File: config.mk
export PLATFORM = sky130hd
export DESIGN_NAME = cmd_stream_tx
export DESIGN_NICKNAME = d
export VERILOG_FILES = /design/src/rtl/cmd_stream_tx.sv
export SDC_FILE = /design/constraint.sdc
export NUM_CORES = 1
export LEC_CHECK = 0
export ABC_CLOCK_PERIOD_IN_PS = 2750
export CAP_MARGIN = 15
export CORE_AREA = 5 5 140 142
export CTS_BUF_LIST = sky130_fd_sc_hd__clkbuf_2 sky130_fd_sc_hd__clkbuf_4 sky130_fd_sc_hd__clkbuf_8
export CTS_CLUSTER_SIZE = 8
export DETAILED_ROUTE_END_ITERATION = 10
export DIE_AREA = 0 0 145 147
export PLACE_DENSITY = 0.75
export SETUP_SLACK_MARGIN = 0.1
export SLEW_MARGIN = 5
export SYNTH_ARGS = -nofsm -noshare
export SYNTH_HDL_FRONTEND = slang
export SYNTH_SLANG_ARGS = --single-unit
export TNS_END_PERCENT = 100
File: constraint.sdc
create_clock -name clk -period 2.75 [get_ports clk]
set_input_delay 0.275 -clock clk [delete_from_list [all_inputs] [get_ports clk]]
set_output_delay 0.275 -clock clk [all_outputs]
set_load 0.02 [all_outputs]
File: src/rtl/cmd_stream_tx.sv
// Serialises one message into a command stream: a 10-byte configuration
// header followed by the message bytes, zero-padded out to whole 64-byte blocks.
module cmd_stream_tx #(
    parameter int BLOCK_BYTES = 64
) (
    input  logic        clk,
    input  logic        reset,
    input  logic        start_i,
    input  logic [7:0]  kk_i,
    input  logic [7:0]  nn_i,
    input  logic [63:0] ll_i,
    input  logic        src_valid_i,
    input  logic [7:0]  src_data_i,
    output logic        src_ready_o,
    output logic        valid_o,
    output logic [1:0]  cmd_o,
    output logic [7:0]  data_o,
    output logic        busy_o,
    output logic        done_o
);

    localparam int               IDX_W     = $clog2(BLOCK_BYTES);
    localparam logic [IDX_W-1:0] IDX_LAST  = IDX_W'(BLOCK_BYTES - 1);
    localparam logic [63:0]      BLOCK_LEN = 64'(BLOCK_BYTES);
    localparam logic [3:0]       CONF_LAST = 4'd9;

    localparam logic [1:0] CMD_CONF  = 2'd0;
    localparam logic [1:0] CMD_START = 2'd1;
    localparam logic [1:0] CMD_DATA  = 2'd2;
    localparam logic [1:0] CMD_LAST  = 2'd3;

    typedef enum logic [2:0] {
        S_IDLE,
        S_CONF,
        S_DATA,
        S_PAD,
        S_DONE
    } state_t;

    state_t            state_reg;
    state_t            state_next;
    logic [7:0]        kk_reg;
    logic [7:0]        nn_reg;
    logic [63:0]       ll_reg;
    logic [63:0]       remaining_reg;
    logic [63:0]       remaining_dec;
    logic [IDX_W-1:0]  idx_reg;
    logic              first_reg;
    logic              last_reg;
    logic [3:0]        conf_cnt_reg;

    logic              valid_reg;
    logic [1:0]        cmd_reg;
    logic [7:0]        data_reg;
    logic              done_reg;
    logic              valid_next;
    logic [1:0]        cmd_next;
    logic [7:0]        data_next;
    logic              done_next;

    logic              xfer;
    logic              blk_emit;
    logic              final_byte;
    logic [1:0]        blk_cmd;
    logic [7:0]        conf_bytes [10];

    // Header layout: kk, nn, then ll little-endian.
    assign conf_bytes[0] = kk_reg;
    assign conf_bytes[1] = nn_reg;
    generate
        for (genvar gi = 0; gi < 8; gi++) begin : g_ll_bytes
            assign conf_bytes[gi + 2] = ll_reg[8*gi +: 8];
        end
    endgenerate

    assign src_ready_o   = (state_reg == S_DATA);
    assign busy_o        = (state_reg != S_IDLE);
    assign xfer          = src_valid_i && src_ready_o;
    assign blk_emit      = xfer || (state_reg == S_PAD);
    assign final_byte    = (remaining_reg == 64'd1);
    assign remaining_dec = (state_reg == S_DATA) ? remaining_reg - 64'd1 : remaining_reg;

    assign valid_o = valid_reg;
    assign cmd_o   = cmd_reg;
    assign data_o  = data_reg;
    assign done_o  = done_reg;

    // A single-block message opens with START and continues with LAST.
    always_comb begin
        blk_cmd = CMD_DATA;
        if (first_reg && last_reg) begin
            blk_cmd = (idx_reg == '0) ? CMD_START : CMD_LAST;
        end else if (first_reg) begin
            blk_cmd = CMD_START;
        end else if (last_reg) begin
            blk_cmd = CMD_LAST;
        end
    end

    always_ff @(posedge clk) begin
        if (reset) begin
            state_reg <= S_IDLE;
        end else begin
            state_reg <= state_next;
        end
    end

    always_comb begin
        state_next = state_reg;
        case (state_reg)
            S_IDLE: if (start_i) state_next = S_CONF;
            S_CONF: begin
                if (conf_cnt_reg == CONF_LAST) begin
                    state_next = (ll_reg != 64'd0) ? S_DATA : S_PAD;
                end
            end
            S_DATA: begin
                if (xfer && final_byte) begin
                    state_next = (idx_reg == IDX_LAST) ? S_DONE : S_PAD;
                end
            end
            S_PAD:  if (idx_reg == IDX_LAST) state_next = S_DONE;
            S_DONE: state_next = S_IDLE;
            default: state_next = S_IDLE;
        endcase
    end

    // The header byte kk leaves in the accept cycle, so it comes straight from the port.
    always_comb begin
        valid_next = 1'b0;
        cmd_next   = CMD_CONF;
        data_next  = 8'h00;
        done_next  = 1'b0;
        case (state_reg)
            S_IDLE: begin
                if (start_i) begin
                    valid_next = 1'b1;
                    data_next  = kk_i;
                end
            end
            S_CONF: begin
                valid_next = 1'b1;
                data_next  = conf_bytes[conf_cnt_reg];
            end
            S_DATA: begin
                if (xfer) begin
                    valid_next = 1'b1;
                    cmd_next   = blk_cmd;
                    data_next  = src_data_i;
                end
            end
            S_PAD: begin
                valid_next = 1'b1;
                cmd_next   = blk_cmd;
            end
            S_DONE: done_next = 1'b1;
            default: ;
        endcase
    end

    always_ff @(posedge clk) begin
        if (reset) begin
            valid_reg     <= 1'b0;
            cmd_reg       <= CMD_CONF;
            data_reg      <= 8'h00;
            done_reg      <= 1'b0;
            kk_reg        <= 8'h00;
            nn_reg        <= 8'h00;
            ll_reg        <= 64'd0;
            remaining_reg <= 64'd0;
            idx_reg       <= '0;
            first_reg     <= 1'b0;
            last_reg      <= 1'b0;
            conf_cnt_reg  <= 4'd0;
        end else begin
            valid_reg <= valid_next;
            cmd_reg   <= cmd_next;
            data_reg  <= data_next;
            done_reg  <= done_next;

            case (state_reg)
                S_IDLE: begin
                    if (start_i) begin
                        kk_reg        <= kk_i;
                        nn_reg        <= nn_i;
                        ll_reg        <= ll_i;
                        remaining_reg <= ll_i;
                        idx_reg       <= '0;
                        first_reg     <= 1'b1;
                        last_reg      <= (ll_i <= BLOCK_LEN);
                        conf_cnt_reg  <= 4'd1;
                    end
                end
                S_CONF: begin
                    conf_cnt_reg <= (conf_cnt_reg == CONF_LAST) ? 4'd0 : conf_cnt_reg + 4'd1;
                end
                default: ;
            endcase

            // Block flags are re-evaluated when the index wraps into a new block.
            if (blk_emit) begin
                idx_reg       <= idx_reg + IDX_W'(1);
                remaining_reg <= remaining_dec;
                if (idx_reg == IDX_LAST) begin
                    first_reg <= 1'b0;
                    last_reg  <= (remaining_dec <= BLOCK_LEN);
                end
            end
        end
    end

endmodule

Word-level counts from Yosys, hierarchy flattened:

Index checks and enable logic that the tools add are counted.
Widths: inputs -> output; s select.

* register bits after elaboration: 171
* bits of input ports: 92
* output and inout bits: 14

* add/sub/neg operators: 3
* order comparisons: 3
* equal/unequal tests: 11
* mux-type cells: 41
* bitwise gates (word level): 1
* reduce and logical (&&, ||, !) cells: 16

Operators with widths (number)
* $mux 64: 4
* $le 64x7->1 const B: 2
* $eq 64x1->1 const B: 1
* $reduce_bool 64->1: 1
* $sub 64x1->64 const B: 1
* $bmux 8 s4: 1
* $mux 8: 4
* $pmux 8 s3: 1
* $mux 6: 3
* $mux 3: 5
* $mux 1: 13
* $pmux 3 s4: 1
* $mux 2: 4
* $mux 4: 2
* $pmux 4 s2: 1
* $add 6x1->6 const B: 1
* $eq 3x2->1 const B: 2
* $eq 6x6->1 const B: 1
* $logic_not 6->1: 1
* $reduce_and 2->1: 3
* $reduce_bool 2->1: 3
* $ge 5x5->1 const B: 1
* $not 4->5: 1
* $add 4x1->4 const B: 1
* other kinds (13): 17

Longest topological paths before layout:

* depth after elaboration: 5
* gate-level depth with buffers: 12
* depth with buffers taken out: 10

Least setup slack after synthesis:

OpenSTA, ideal clock, no wires.

* path kind: register to register
* from: register remaining_reg[13]
* to: register last_reg
* library setup time: 0.059 ns
* arrival time: 2.974 ns
* required time: 2.691 ns
* slack: -0.283 ns
* stages on the path, launching flop included: 12
* path buffers: 3
* path through: dfxtp_1 -> clkbuf_1 -> or4_1 -> clkbuf_1 -> nor4_1 -> and3_1 -> clkbuf_1 -> nand4b_1 -> xnor2_1 -> or4_1 -> nor4_1 -> a31o_1

* longest elaborated chain between the ends: 5

Ends and longest elaborated chain
* start: declaration: line 45 `logic [63:0] remaining_reg;`
* start signal: assignment: line 187 `remaining_reg <= ll_i;`
* start signal: assignment: line 203 `remaining_reg <= remaining_dec;`
* $sub 64x1->64: line 81 `assign remaining_dec = (state_reg == S_DATA) ? remaining_reg - 64'd1 : remaining_reg;`
* $mux 64 (*): line 81
* $le 64x7->1 (*): line 206 `last_reg <= (remaining_dec <= BLOCK_LEN);`
* $mux 1 (*): line 204 `if (idx_reg == IDX_LAST) begin`
* $mux 1 (*): line 201 `if (blk_emit) begin`
* end signal: assignment: line 190 `last_reg <= (ll_i <= BLOCK_LEN);`
* end signal: assignment: line 206
* end: declaration: line 49 `logic last_reg;`

Every way passes the cells marked *; elsewhere a longest branch is shown, timed or not.
A chain may end at the register's enable or synchronous reset.

Worst setup path in the final report:

* from: register remaining_reg[8]
* to: register last_reg

Same word-level chain as after synthesis.

==> out/metrics.cfg <==
[logic_synthesis]
syn_avg_cell_area_um2 = 7.560
synth_edf_count = 0
async_reset_ff_share_pct = 0
synthCells = 1243
yosys.cell_types.count = 72
ys_seq_elements = 171
yosys_warnings = 0
syn-num-nets = 1341
syn_area_um2 = 9397
yosys.area.top_type_share_pct = 36.43
synth_area_leader_cell = dfxtp_1
synth-seq-area-share_pct = 36.43
synth-main-ff-cell = dfxtp_1
synthTopCellsByArea = dfxtp_1 (36%), nand2_1 (10%), a21oi_1 (6.4%), nor2_1 (4.2%), mux4_2 (3.8%)

[power]
p_switching_mw = 5.310
leakage_nw = 4.792
p_comb_share_pct = 55.7
seqPwrFrac_pct = 29.0
switching_share_pct = 45.82
p_total_mw = 11.59
pwr-share-clk_pct = 15.3
p_int_mw = 6.278
peakVddDrop_mv = 0.5647
pwr_density_cell_nw_per_um2 = 920.2

[timing]
max_clock_freq_mhz = 346.4
setup_viol = 1
hold_viol_final = 0
period_share_pct = 105.0
skew_ns = 0.01764
setup_slack_ns = -0.1369
rsz0062_at_grt = true
maxSlewViolCount = 0
fin_crit_ns = 2.887
tightest_slew_ns = 0.7467
slew_headroom_pct = 49.83

[floorplanning]
num_rows = 50
die_h_um = 147
core_um2 = 18330
boundaryPins = 106
dieArea_um2 = 21320
start_util_pct = 51.26
die_width_um = 145

[status]
status = finished, violations left
violations = setup timing

[clock_tree]
cts-hold-fix-buffers = 0
clockRootBuffer = clkbuf_8
h-tree-depth = 4
worstSkewPairLatency_ns = 0.47
cts_tree = built
cts.clk_slew.worst_paths_ns = 0.10
cts-buffers-inserted = 17
cts.path.max_buffers = 2
numClockSinks = 171

[drt]
wl_per_cell_um = 21.72
drtIter0Drc = 1561
drc_errors = 0
num_vias = 11140
postRouteAntennaNets = 0
drtPass1Iterations = 7
viasPerCell = 6.429
totalWireLength_um = 37630

[global_routing]
grt_max_degree = 155
grt_pass1_wl_um = 57660
gr-total-overflow = 0
use_met1_pct = 44.19
grt.busiest_layer = met2
grt_util_met3_pct = 6.447
grt_pass1_vias = 10320
grt.met2_usage_pct = 52.95
gr-usage-all-layers_pct = 34.05
antenna_found_initial = 0

[cells_and_area]
nNetsFinal = 1584
synthToLayoutAreaGrowth_pct = 34.01
final_area_um2 = 12590
drive_above_1_share_pct = 20.61
final_cells = 1733
utilization_pct = 68.70
antenna_cells = 0

[placed_design]
portBuffers = 105
hpwl_um = 28690
pre_cts_ws_ns = -0.3802
place_area_um2 = 12020
placed_cells = 1699
globalplace.congestion = 1.051

[run]
maxCapViolations = 0

[setup_path]
arrival_ns = 3.31
timing.critical_path.to_type = flip-flop
crit_chain = or4_4 > or4_4 > nor4_4 > buf_4 > nor3b_4 > nand2_2 > xnor2_2 > nor4_1 > buf_4 > a31o_1
criticalPathCategory = reg2reg
critPathMaxStageDelay_ns = 0.57
cp_data_required_time_ns = 3.17
worst-path-max-fanout = 4
worstSetupStartpointType = flip-flop
slowest_stage = or4_4

[hold_path]
hold_class = in2reg

[metrics by stage]
step	hold slack [ns]	setup TNS, ns
finish	0.1074	-0.1369
global route	0.08400	-0.2622
CTS	0.08093	-0.09180
detailed placement	0.4534	-0.4548
global placement	0.4418	-0.3766
floorplan	0.4110	-0.1219
[cells by family (layout without fill, tap and decap cells)]
| group | after synthesis | count (layout) | synth area share (%) |
|---|---|---|---|
| multiplexers | 35 | 35 | 5.859 |
| AND/OR/NAND/NOR | 603 | 603 | 31.04 |
| buffers and inverters | 103 | 359 | 4.221 |
| XOR/XNOR | 26 | 26 | 2.423 |
| adder cells (fa/ha/maj) | 6 | 6 | 0.7989 |
| flip-flops | 171 | 171 | 36.43 |
| AO/OA/AOI/OAI | 299 | 299 | 19.23 |
[layout by cell type (no fill, tap or decap), drive strengths merged, types with 6 or more instances in the layout]
cell type	n
o21ai	53
xnor2	11
nand3	32
clkinv	8
nor3	50
dfxtp	171
clkdlybuf4s50	104
buf	210
mux4	16
a31oi	46
a21oi	120
or4	20
nand4	26
ha	6
nand2	256
clkbuf	17
mux2i	19
nor2	105
o31ai	12
a222oi	9
inv	20
xor2	15
or3	13
o22ai	9
nor4	62
[Yosys cell counts (16+ instances only)]
cell	number
a21oi_1	120
nor4_1	57
or4_1	18
o21ai_0	52
nand4_1	26
a31oi_1	46
nor3_1	48
nand3_1	32
dfxtp_1	171
nor2_1	105
nand2_1	256
mux2i_1	19
mux4_2	16
clkbuf_1	83
[repair_timing]
item,4_1_cts,5_1_grt
setup endpoints to repair,10,28
resized for setup,11,28
cloned,0,0
hold endpoints to repair,0,0
buffers inserted,0,2
pin swaps,2,9
[power groups by stage]
stage	Sequential [mW]	Combinational (mW)	Clock, mW
5_1_grt	3.40	6.90	1.90
3_5_place_dp	3.39	6.11	0
3_3_place_gp	3.37	6.05	0
6_report	3.36	6.45	1.77
4_1_cts	3.34	6.20	1.79
2_1_floorplan	3.32	3.39	0
[final timing paths]
check | depth (start not counted) | from | endpoint | slack (ns)
setup reg to reg | 10 | remaining_reg[8] | last_reg | -0.14
setup / recovery | 10 | remaining_reg[8] | last_reg | -0.14
hold reg to reg | 2 | kk_reg[5] | kk_reg[5] | 0.47
hold / removal | 2 | reset | remaining_reg[47] | 0.11
[layout make-up]
class / instances / area (um^2)
clock buffers: 17 / 234.0
fillers: 1585 / 5738
well taps: 234 / 292.8
inverters: 13 / 48.80
clock inverters: 15 / 156.4
repair buffers: 314 / 2699
multi-input cells: 969 / 5736
flip-flops and latches: 171 / 3426
[per-layer routing]
| metal | up-vias | wire (um) | part of all wire (%) |
|---|---|---|---|
| met1 | 5196 | 14800 | 39 |
| met3 | 158 | 3805 | 10 |
| li1 | 5060 | - | - |
| met4 | 0 | 2465 | 6.5 |
| met5 | - | 0 | 0 |
| met2 | 728 | 16570 | 44 |
[worst max-delay path, delay by kind of cell (launching register included)]
| family | cells | cell delay, ns |
|---|---|---|
| flops | 1 | 0.33 |
| simple gates | 6 | 1.86 |
| buf+inv | 2 | 0.36 |
| xor+xnor | 1 | 0.15 |
| compound gates | 1 | 0.13 |
Power figures use the tool's default switching activity.
